--- config.mk ---
export PLATFORM = sky130hd
export DESIGN_NAME = pwm_dt_gen
export DESIGN_NICKNAME = d
export VERILOG_FILES = /design/src/rtl/pwm_dt_gen.sv
export SDC_FILE = /design/constraint.sdc
export NUM_CORES = 1
export LEC_CHECK = 0
export ABC_AREA = 1
export CORE_UTILIZATION = 45
export CTS_CLUSTER_SIZE = 12
export DETAILED_ROUTE_END_ITERATION = 12
export GPL_TIMING_DRIVEN = 0
export PLACE_DENSITY = 0.7
export SLEW_MARGIN = 10
export SYNTH_ARGS = -nofsm -noshare
export SYNTH_HDL_FRONTEND = slang
export SYNTH_SLANG_ARGS = --single-unit
export TNS_END_PERCENT = 10
--- constraint.sdc ---
create_clock -name clk -period 10.9 [get_ports clk]
set_clock_uncertainty 0.2 [all_clocks]
set_input_delay 2.18 -clock clk [delete_from_list [all_inputs] [get_ports clk]]
set_output_delay 2.18 -clock clk [all_outputs]
set_load 0.01 [all_outputs]
--- src/rtl/pwm_dt_gen.sv ---
// pwm_dt_gen -- complementary PWM generator with dead time (non-overlap).
//
// An up-counter runs 0..per_a and wraps.  The high-side output (PWM1) and
// the low-side output (PWM2) are set/reset registers driven by compares
// against the counter, so the two outputs are never high together.
// Duty, period and dead time are written into a shadow copy by a load
// strobe and copied to the active copy only at a wrap, or on any edge while
// the generator is disabled.  A fault forces both outputs low.
//
// Build option: define PWM_DT_FAULT_LATCH_EN to make the fault flag sticky.
// It then clears only after fault_clr (with fault low), at the next wrap.
//
// Ports:
//   clk, rst_n    clock; asynchronous active-low reset
//   en            run enable (0: counter held at 0, outputs low)
//   load          strobe: capture period/duty/deadtime into the shadow
//   period        counter terminal value (period+1 clocks per cycle)
//   duty          high-side switch point
//   deadtime      non-overlap clocks
//   fault         synchronous fault request, forces outputs low
//   fault_clr     (PWM_DT_FAULT_LATCH_EN only) releases a latched fault
//   PWM1, PWM2    high-side / low-side gate drive
//   cyc_start     one-clock pulse at the start of each period
//   load_pending  shadow holds values not yet applied
//   fault_active  fault shutdown in effect
module pwm_dt_gen #(
  parameter int WIDTH    = 12,
  parameter int DT_WIDTH = 8
) (
  input  logic                clk,
  input  logic                rst_n,
  input  logic                en,
  input  logic                load,
  input  logic [WIDTH-1:0]    period,
  input  logic [WIDTH-1:0]    duty,
  input  logic [DT_WIDTH-1:0] deadtime,
  input  logic                fault,
`ifdef PWM_DT_FAULT_LATCH_EN
  input  logic                fault_clr,
`endif
  output logic                PWM1,
  output logic                PWM2,
  output logic                cyc_start,
  output logic                load_pending,
  output logic                fault_active
);

  // Compares are one bit wider than the counter so duty+deadtime never wraps.
  localparam int EW = WIDTH + 1;

  logic [WIDTH-1:0]    r_cnt;
  logic [WIDTH-1:0]    r_per_a, r_duty_a, r_per_s, r_duty_s;
  logic [DT_WIDTH-1:0] r_dt_a, r_dt_s;
  logic                r_pending;
  logic                r_pwm1, r_pwm2;
  logic                r_cyc_start;
  logic                r_fault_active;

  logic [WIDTH-1:0] w_duty_eff;
  logic [EW-1:0]    w_cnt_x, w_dt_x, w_s2_thr;
  logic             w_at_per, w_wrap, w_apply, w_force_low;
  logic             w_s1, w_r1, w_s2, w_r2;

  assign w_at_per    = (r_cnt == r_per_a);
  assign w_wrap      = en && w_at_per;
  // Disabled generator takes new settings immediately.
  assign w_apply     = w_wrap || !en;
  assign w_force_low = !en || fault || r_fault_active;

  assign w_duty_eff = (r_duty_a > r_per_a) ? r_per_a : r_duty_a;
  assign w_cnt_x    = {1'b0, r_cnt};
  assign w_dt_x     = {{(EW-DT_WIDTH){1'b0}}, r_dt_a};
  assign w_s2_thr   = {1'b0, w_duty_eff} + w_dt_x;

  assign w_s1 = (w_cnt_x >= w_dt_x);
  assign w_r1 = (r_cnt >= w_duty_eff);
  assign w_s2 = (w_cnt_x >= w_s2_thr);
  assign w_r2 = w_at_per;

  // Counter
  always_ff @(posedge clk or negedge rst_n) begin
    if (!rst_n) begin
      r_cnt <= '0;
    end else if (!en || w_at_per) begin
      r_cnt <= '0;
    end else begin
      r_cnt <= r_cnt + WIDTH'(1);
    end
  end

  // Shadow and active settings.  A load on the apply edge goes straight
  // through to the active copy so it is not lost or delayed a period.
  always_ff @(posedge clk or negedge rst_n) begin
    if (!rst_n) begin
      r_per_s   <= '0;
      r_duty_s  <= '0;
      r_dt_s    <= '0;
      r_per_a   <= '0;
      r_duty_a  <= '0;
      r_dt_a    <= '0;
      r_pending <= 1'b0;
    end else begin
      if (load) begin
        r_per_s  <= period;
        r_duty_s <= duty;
        r_dt_s   <= deadtime;
      end
      if (w_apply) begin
        if (load) begin
          r_per_a  <= period;
          r_duty_a <= duty;
          r_dt_a   <= deadtime;
        end else if (r_pending) begin
          r_per_a  <= r_per_s;
          r_duty_a <= r_duty_s;
          r_dt_a   <= r_dt_s;
        end
        r_pending <= 1'b0;
      end else if (load) begin
        r_pending <= 1'b1;
      end
    end
  end

  // Output set/reset registers; reset term wins over set term.  Both
  // outputs are reset at the wrap, so every period starts with both low.
  always_ff @(posedge clk or negedge rst_n) begin
    if (!rst_n) begin
      r_pwm1      <= 1'b0;
      r_pwm2      <= 1'b0;
      r_cyc_start <= 1'b0;
    end else begin
      r_cyc_start <= en && (r_cnt == '0);
      if (w_force_low || w_r1) begin
        r_pwm1 <= 1'b0;
      end else if (w_s1) begin
        r_pwm1 <= 1'b1;
      end
      if (w_force_low || w_r2) begin
        r_pwm2 <= 1'b0;
      end else if (w_s2) begin
        r_pwm2 <= 1'b1;
      end
    end
  end

  // Fault flag.  It only ever clears at a wrap, so switching always
  // resumes at the start of a fresh period.
`ifdef PWM_DT_FAULT_LATCH_EN
  logic r_clr_req;

  always_ff @(posedge clk or negedge rst_n) begin
    if (!rst_n) begin
      r_fault_active <= 1'b0;
      r_clr_req      <= 1'b0;
    end else if (fault) begin
      r_fault_active <= 1'b1;
      r_clr_req      <= 1'b0;
    end else begin
      if (fault_clr && r_fault_active) begin
        r_clr_req <= 1'b1;
      end
      if (w_wrap && r_fault_active && (r_clr_req || fault_clr)) begin
        r_fault_active <= 1'b0;
        r_clr_req      <= 1'b0;
      end
    end
  end
`else
  always_ff @(posedge clk or negedge rst_n) begin
    if (!rst_n) begin
      r_fault_active <= 1'b0;
    end else if (fault) begin
      r_fault_active <= 1'b1;
    end else if (w_wrap) begin
      r_fault_active <= 1'b0;
    end
  end
`endif

  assign PWM1         = r_pwm1;
  assign PWM2         = r_pwm2;
  assign cyc_start    = r_cyc_start;
  assign load_pending = r_pending;
  assign fault_active = r_fault_active;

endmodule
==> impl_results.md, run 1 <==
* Status: finished, final reports clean
* Power consumption at slightly above 0.9 mW
* First-pass GRT wire length at 19.3 mm
* Via count at approximately 4.1k
* Later-pin clock latency in the skew report at 0.36 ns
* Non-Filler Instances at between 800 and 900
* Sw frac at between 30% and 40%
* Yosys warnings at 0
* CP required at approximately 11 ns
* Largest net degree at the start of global routing at 66
* Pwr dens at ~160 mW/mm2
* DRC at 0
* CTS H-tree depth at 3
* Syn avg cell area at approximately 7.8 um2
* Initial DRC count at ~200
* Leak Pwr at roughly 2.9 nW
* Final Slew Violations at 0
* Port bufs at 40
* Fin. Hold Viols at 0
* Placed cells at 799
* Post CTS Setup Buffer Count at 0
* Sequential-to-total area share from yosys stat at 41.6%
* Synth area leaders: dfrtp_1, nand2_1, ha_1
* CTS tree: yes
* CTS Root Cell: clkbuf_8
* Worst hold-check path type: reg -> reg
* Synth area leader: dfrtp_1
* Largest family of logic cells by synthesized area: simple AND/OR/NAND/NOR gates
* Num rows at 37
* Peak Freq at about 190 MHz
* # IOs at between 40 and 50
* Initial antenna violation count at 0
* Switch Pwr at between 0.3 and 0.4 mW
* Mux cell area share after synthesis at 0%
* Fillers at about 990
* Vert. Die Dim at ~110 um
* Worst setup margin at between 5 and 6 ns
* CTS Buffer Depth at 2
* Max stage delay on crit path at 0.41 ns
* Drt pass-1 iters at 4
* Hold Path Origin: r_per_s[1]
* Worst slew margin at ~61%
* Hold buffers post-CTS at 0
* Remaining global-route overflow at 0
* Yosys reg bits at between 80 and 90
* Hpwl dp at about 9 mm
* Crit path arrival time at roughly 5.3 ns
* Clock Pin Slew Worst Setup and Hold Paths at roughly 0.090 ns
* Post-synthesis simple-gate area fraction at 22.7%
* DRT Wirelength at approximately 11 mm
* R2R setup slack at 5.66 ns
* Initial Util at between 40% and 50%
* Comb pwr share at 39.2%
* Compound-Gate Fraction of Synth Area at between 10% and 20%
* Number of diodes at 0
* Share of layout cells above drive strength 1 at roughly 4%
* Synth Area in Adders at 14.5%
* RSZ-0062 raised after global routing: no
* Max IR drop VDD at roughly 83 uV
* Worst Path Class, Setup: reg -> reg
* Share of the synthesized area in the top cell type at between 40% and 50%
* CTS Buf Count at 9
* Least-Margin Pin Slew at about 0.57 ns
* Post-cts gate resize count at 0
* Hold Crit Depth at 2
* Routability Congestion at between 0.8 and 0.9
* WL/cell at about 14 um
* R2r startpoint: r_per_a[7]
* Worst Hold Path EP: r_per_s[1]
* Final setup fails at 0
* Setup_tns at 0 ns
* Most frequent cells in the layout: nand2_1, dfrtp_1, inv_1
* Period Utilization, post-route at around 48%
* Commonest non-fill, non-tap cell in the layout: nand2_1
* Clock Sinks at 81
* GRT Total Usage at 21.8%
* Die X at between 100 and 150 um
* CP max-delay cell: fa_1
* Nets at between 700 and 800
* R2R Path End: PWM2
* Worst R2R Path Depth at 30
* Area grow syn2layout at 15.9%
* CP endpoint kind: register
* Min cycle time layout at between 5 and 6 ns
* Full die area at 0.0112 mm2
* XOR/XNOR Fraction of Synth Area at about 2.9%
* Vias in the first global route at ~4.1k
* Seq pwr share at 38.3%
* P_int at 0.557 mW
* Cell mode on critical path: nand2_1
* Mapped Cells at 622
* Mapped cell area at between 0.004 and 0.005 mm2
* Synthesized Nets at between 700 and 800
* Clk pwr share at between 20% and 30%
* Setup crit start kind: register
* Vias per Instance at just over 5
* Max Cap Viol at 0
* Place WS at around 5.7 ns
* Core footprint at between 0.01 and 0.015 mm2
* Crit-path max FO at 10
* Post-synth cell types at 31
* Antenna viol nets, final at 0
## cell families after synthesis
| logic type | Yosys count |
|---|---|
| and+or+nand+nor | 278 |
| AOI/OAI and AO/OA | 96 |
| buffers and inverters | 95 |
| DFF | 81 |
| adders and majority gates | 56 |
| xor gates and xnor gates | 16 |
## sequential cells by signal, indices dropped and copies added, names as in the netlist, 8 cells and up
register  count
r_duty_s     12
r_duty_a     12
r_dt_s        8
r_dt_a        8
r_per_s      12
r_per_a      12
r_cnt        12
## power by group through the flow
stage               combinational [mW]  sequential [mW]  clock (mW)
global route                     0.415            0.356       0.225
floorplan                        0.259            0.353           0
finish                           0.361            0.352       0.207
CTS                              0.361            0.352       0.212
detailed placement               0.358            0.358           0
global placement                 0.338            0.357           0
## how the worst max path moves through the flow
stage	startpoint	end
2_1_floorplan	r_per_a[11]	PWM2
6_report	r_per_a[7]	PWM2
4_1_cts	r_per_a[7]	PWM2
3_3_place_gp	rst_n	r_duty_a[10]
3_5_place_dp	r_per_a[7]	PWM2
5_1_grt	r_per_a[5]	PWM2
## worst max-delay path: cells and delay by family, from the launching register on
kind	cells	cell delay [ns]
simple gates	16	1.57
fa+ha+maj	4	1.32
compound gates	5	0.82
buf+inv	4	0.71
flops	1	0.37
xor+xnor	1	0.17
## through the flow
step | hold WS, ns | area [um2] | util [%]
floorplan | 0.238 | 4870 | -
global placement | 0.256 | 5440 | 52.2
detailed placement | 0.259 | 5470 | 52.5
CTS | 0.280 | 5640 | 54.2
global route | 0.301 | 5640 | 54.2
finish | 0.276 | 5640 | 54.2
## layer usage
metal  track usage, %  share of wire (%)  vias up
li1                 -                  -     2097
met1             28.4                 47     1945
met2             36.2                 47       85
met3             4.11                3.5       19
met4             7.84                2.5        0
met5                0                  0        -
## synth_stat cells, drive strengths merged
master / number
nor2: 23
a21oi: 33
xor2: 12
ha: 55
fa: 1
nand2: 222
nand4: 6
clkinv: 1
a21o: 3
a21boi: 1
o31ai: 2
a2111oi: 1
and3: 1
buf: 7
nand3: 12
inv: 79
xnor2: 4
nor4b: 1
nor3b: 1
clkbuf: 8
nor4: 1
nor3: 10
nand3b: 1
o21ai: 54
dfrtp: 81
o21a: 2
## cell type report
class                           instances  area [um2]  share of cell area [%]
Clock buffer                           10         128                    2.26
Inverter                               80         300                    5.32
Tap cell                              136         170                    3.01
Multi-Input combinational cell        446        2470                    43.8
Timing Repair Buffer                   41         425                    7.54
Clock inverter                          6        51.3                   0.909
Buffer                                 15        72.6                    1.29
Sequential cell                        81        2030                    35.9
(Power assumes the default switching activity.)
==> inputs of run 2 (changes only) <==
--- a/config.mk
+++ b/config.mk
@@ -10,7 +10,7 @@
 export CTS_CLUSTER_SIZE = 12
 export DETAILED_ROUTE_END_ITERATION = 12
 export GPL_TIMING_DRIVEN = 0
-export PLACE_DENSITY = 0.7
+export PLACE_DENSITY = 0.72
 export SLEW_MARGIN = 10
 export SYNTH_ARGS = -nofsm -noshare
 export SYNTH_HDL_FRONTEND = slang
==> constraint.sdc (replaced) <==
create_clock -name clk -period 4.6 [get_ports clk]
set_clock_uncertainty 0.2 [all_clocks]
set_input_delay 0.92 -clock clk [delete_from_list [all_inputs] [get_ports clk]]
set_output_delay 0.92 -clock clk [all_outputs]
set_load 0.01 [all_outputs]
==> impl_results.md, run 2 (synthesis gave the netlist of run 1 again) <==
* CP required at 4.65 ns (was 10.99 ns)
* Crit path buffers/inverters at 3 (was 4)
* CTS Buf Count at 9 (unchanged)
* CTS H-tree depth at 3 (unchanged)
* R2R setup slack at 0.17 ns (was 5.66 ns)
* Worst setup margin at 0.171 ns (was 5.66 ns)
* CTS Root Cell: clkbuf_8 (unchanged)
* Later-pin clock latency in the skew report at 0.35 ns (was 0.36 ns)
* Period Utilization, post-route at 96.3% (was 48.1%)
* Least-Margin Pin Slew at 0.567 ns (was 0.574 ns)
* R2r startpoint: r_duty_a[5] (was r_per_a[7])
* Fillers at 941 (was 992)
* Cell mode on critical path: nand2_1 (unchanged)
* First-pass GRT wire length at 20.0 mm (was 19.3 mm)
* Crit-path max FO at 8 (was 10)
* Max Cap Viol at 0 (unchanged)
* Min cycle time layout at 4.43 ns (was 5.24 ns)
* CP max-delay cell: dfrtp_1 (was fa_1)
* RSZ-0062 raised after global routing: yes (was no)
* # IOs at 42 (unchanged)
* Full die area at 0.0112 mm2 (unchanged)
* Most frequent cells in the layout: nand2_1, dfrtp_1, inv_1 (unchanged)
* Nets at 781 (was 767)
* Num rows at 37 (unchanged)
* Via count at 4249 (was 4146)
* Routability Congestion at 0.897 (was 0.879)
* Power consumption at 2.40 mW (was 0.920 mW)
* Initial Util at 46.8% (unchanged)
* Hpwl dp at 9.03 mm (was 8.96 mm)
* Core footprint at 0.0104 mm2 (unchanged)
* DRT Wirelength at 11.9 mm (was 11.3 mm)
* Initial DRC count at 212 (was 199)
* Peak Freq at 226 MHz (was 191 MHz)
* CTS Buffer Depth at 2 (unchanged)
* Port bufs at 40 (unchanged)
* Max IR drop VDD at 186 uV (was 83.0 uV)
* Number of diodes at 0 (unchanged)
* R2R Path End: PWM2 (unchanged)
* Leak Pwr at 3.03 nW (was 2.92 nW)
* Initial antenna violation count at 0 (unchanged)
* Worst Path Class, Setup: reg -> reg (unchanged)
* GRT Total Usage at 22.6% (was 21.8%)
* Setup crit start kind: register (unchanged)
* Status: finished, final reports clean (unchanged)
* Worst slew margin at 62.2% (was 61.3%)
* Clock Pin Slew Worst Setup and Hold Paths at 0.09 ns (about the same)
* Final Slew Violations at 0 (unchanged)
* Share of layout cells above drive strength 1 at 9.67% (was 4.12%)
* CP top delay family: simple AND/OR/NAND/NOR gates (unchanged)
* Final setup fails at 0 (unchanged)
* Pwr dens at 405 mW/mm2 (was 163 mW/mm2)
* Vias per Instance at 5.13 (was 5.09)
* WL/cell at 14.4 um (was 13.9 um)
* Worst hold-check path type: in -> async (was reg -> reg)
* Antenna viol nets, final at 0 (unchanged)
* Clock Sinks at 81 (unchanged)
* Largest net degree at the start of global routing at 67 (was 66)
* Max stage delay on crit path at 0.45 ns (was 0.41 ns)
* Commonest non-fill, non-tap cell in the layout: nand2_1 (unchanged)
* Remaining global-route overflow at 0 (unchanged)
* Place WS at -0.594 ns (was 5.69 ns)
* Drt pass-1 iters at 5 (was 4)
* Vert. Die Dim at 106 um (unchanged)
* CTS tree: yes (unchanged)
* CP endpoint kind: register (unchanged)
* Vias in the first global route at 4211 (was 4128)
* Worst R2R Path Depth at 29 (was 30)
* Setup_tns at 0 ns (unchanged)
* Fin. Hold Viols at 0 (unchanged)
* Die X at 106 um (unchanged)
* Area grow syn2layout at 21.6% (was 15.9%)
* Crit path arrival time at 4.48 ns (was 5.33 ns)
* DRC at 0 (unchanged)
## run 2: cell types whose count changed in the layout (fill, tap and decap cells not counted), moves of 3 or more
cell / before / now
nand2_1: 221 / 215
nand2_2: 1 / 6
a21oi_1: 32 / 29
inv_2: 2 / 5
a21oi_2: 0 / 3
inv_1: 77 / 74
buf_4: 4 / 18
ha_1: 55 / 50
o21ai_0: 53 / 49
ha_4: 0 / 5
## run 2: worst reg2reg max path, delay by kind of cell (launching register included)
family	cells	cell delay (ns)
compound gates	5	0.56
xor+xnor	1	0.17
fa+ha+maj	4	1.21
buf+inv	3	0.33
flops	1	0.45
simple gates	16	1.46
## run 2: area by class of cell
cell class | instances | area, um2 | area share [%]
Multi-Input combinational cell | 446 | 2600 | 43.9
Sequential cell | 81 | 2030 | 34.2
Timing Repair Buffer | 55 | 531 | 8.96
Inverter | 80 | 300 | 5.07
Tap cell | 136 | 170 | 2.87
Clock buffer | 10 | 128 | 2.16
Buffer | 15 | 90.1 | 1.52
Clock inverter | 6 | 75.1 | 1.27
## run 2: worst max path at each step
stage	from	to	slack (ns)	cells past startpoint
2_1_floorplan	r_per_a[11]	PWM2	0.29	33
3_3_place_gp	r_per_a[7]	PWM2	-0.47	30
3_5_place_dp	r_per_a[7]	PWM2	-0.59	30
4_1_cts	r_per_a[5]	PWM2	0.02	30
5_1_grt	r_per_a[6]	PWM2	-0.11	32
6_report	r_duty_a[5]	PWM2	0.17	29
## run 2: per-layer routing
layer	track usage, %	up-vias	share of wire (%)
met2	39.1	110	49
li1	-	2126	-
met1	29.5	1998	44
met5	0	-	0
met4	6.05	0	2.0
met3	3.49	15	4.7
## run 2: what timing repair did
action / CTS / global route
resized for setup: 12 / 25
pin swaps: 4 / 16
endpoints found under the setup margin: 1 / 1
setup buffers: 2 / 12
hold buffers: 0 / 0
## run 2: report_power, final
| group | leakage (nW) | switching [mW] | internal, mW |
|---|---|---|---|
| clock | 0.0994 | 0.288 | 0.260 |
| sequential | 1.02 | 0.0546 | 0.787 |
| combinational | 1.91 | 0.582 | 0.428 |
| total | 3.03 | 0.924 | 1.47 |
## run 2: metrics by stage
step                area (um2)  std cells  util, %  hold slack [ns]
floorplan                 4870        622        -            0.238
global placement          5440        798     52.2            0.255
detailed placement        5470        799     52.5            0.258
CTS                       5720        817     54.9            0.218
global route              5920        829     56.8            0.228
finish                    5920        829     56.8            0.224
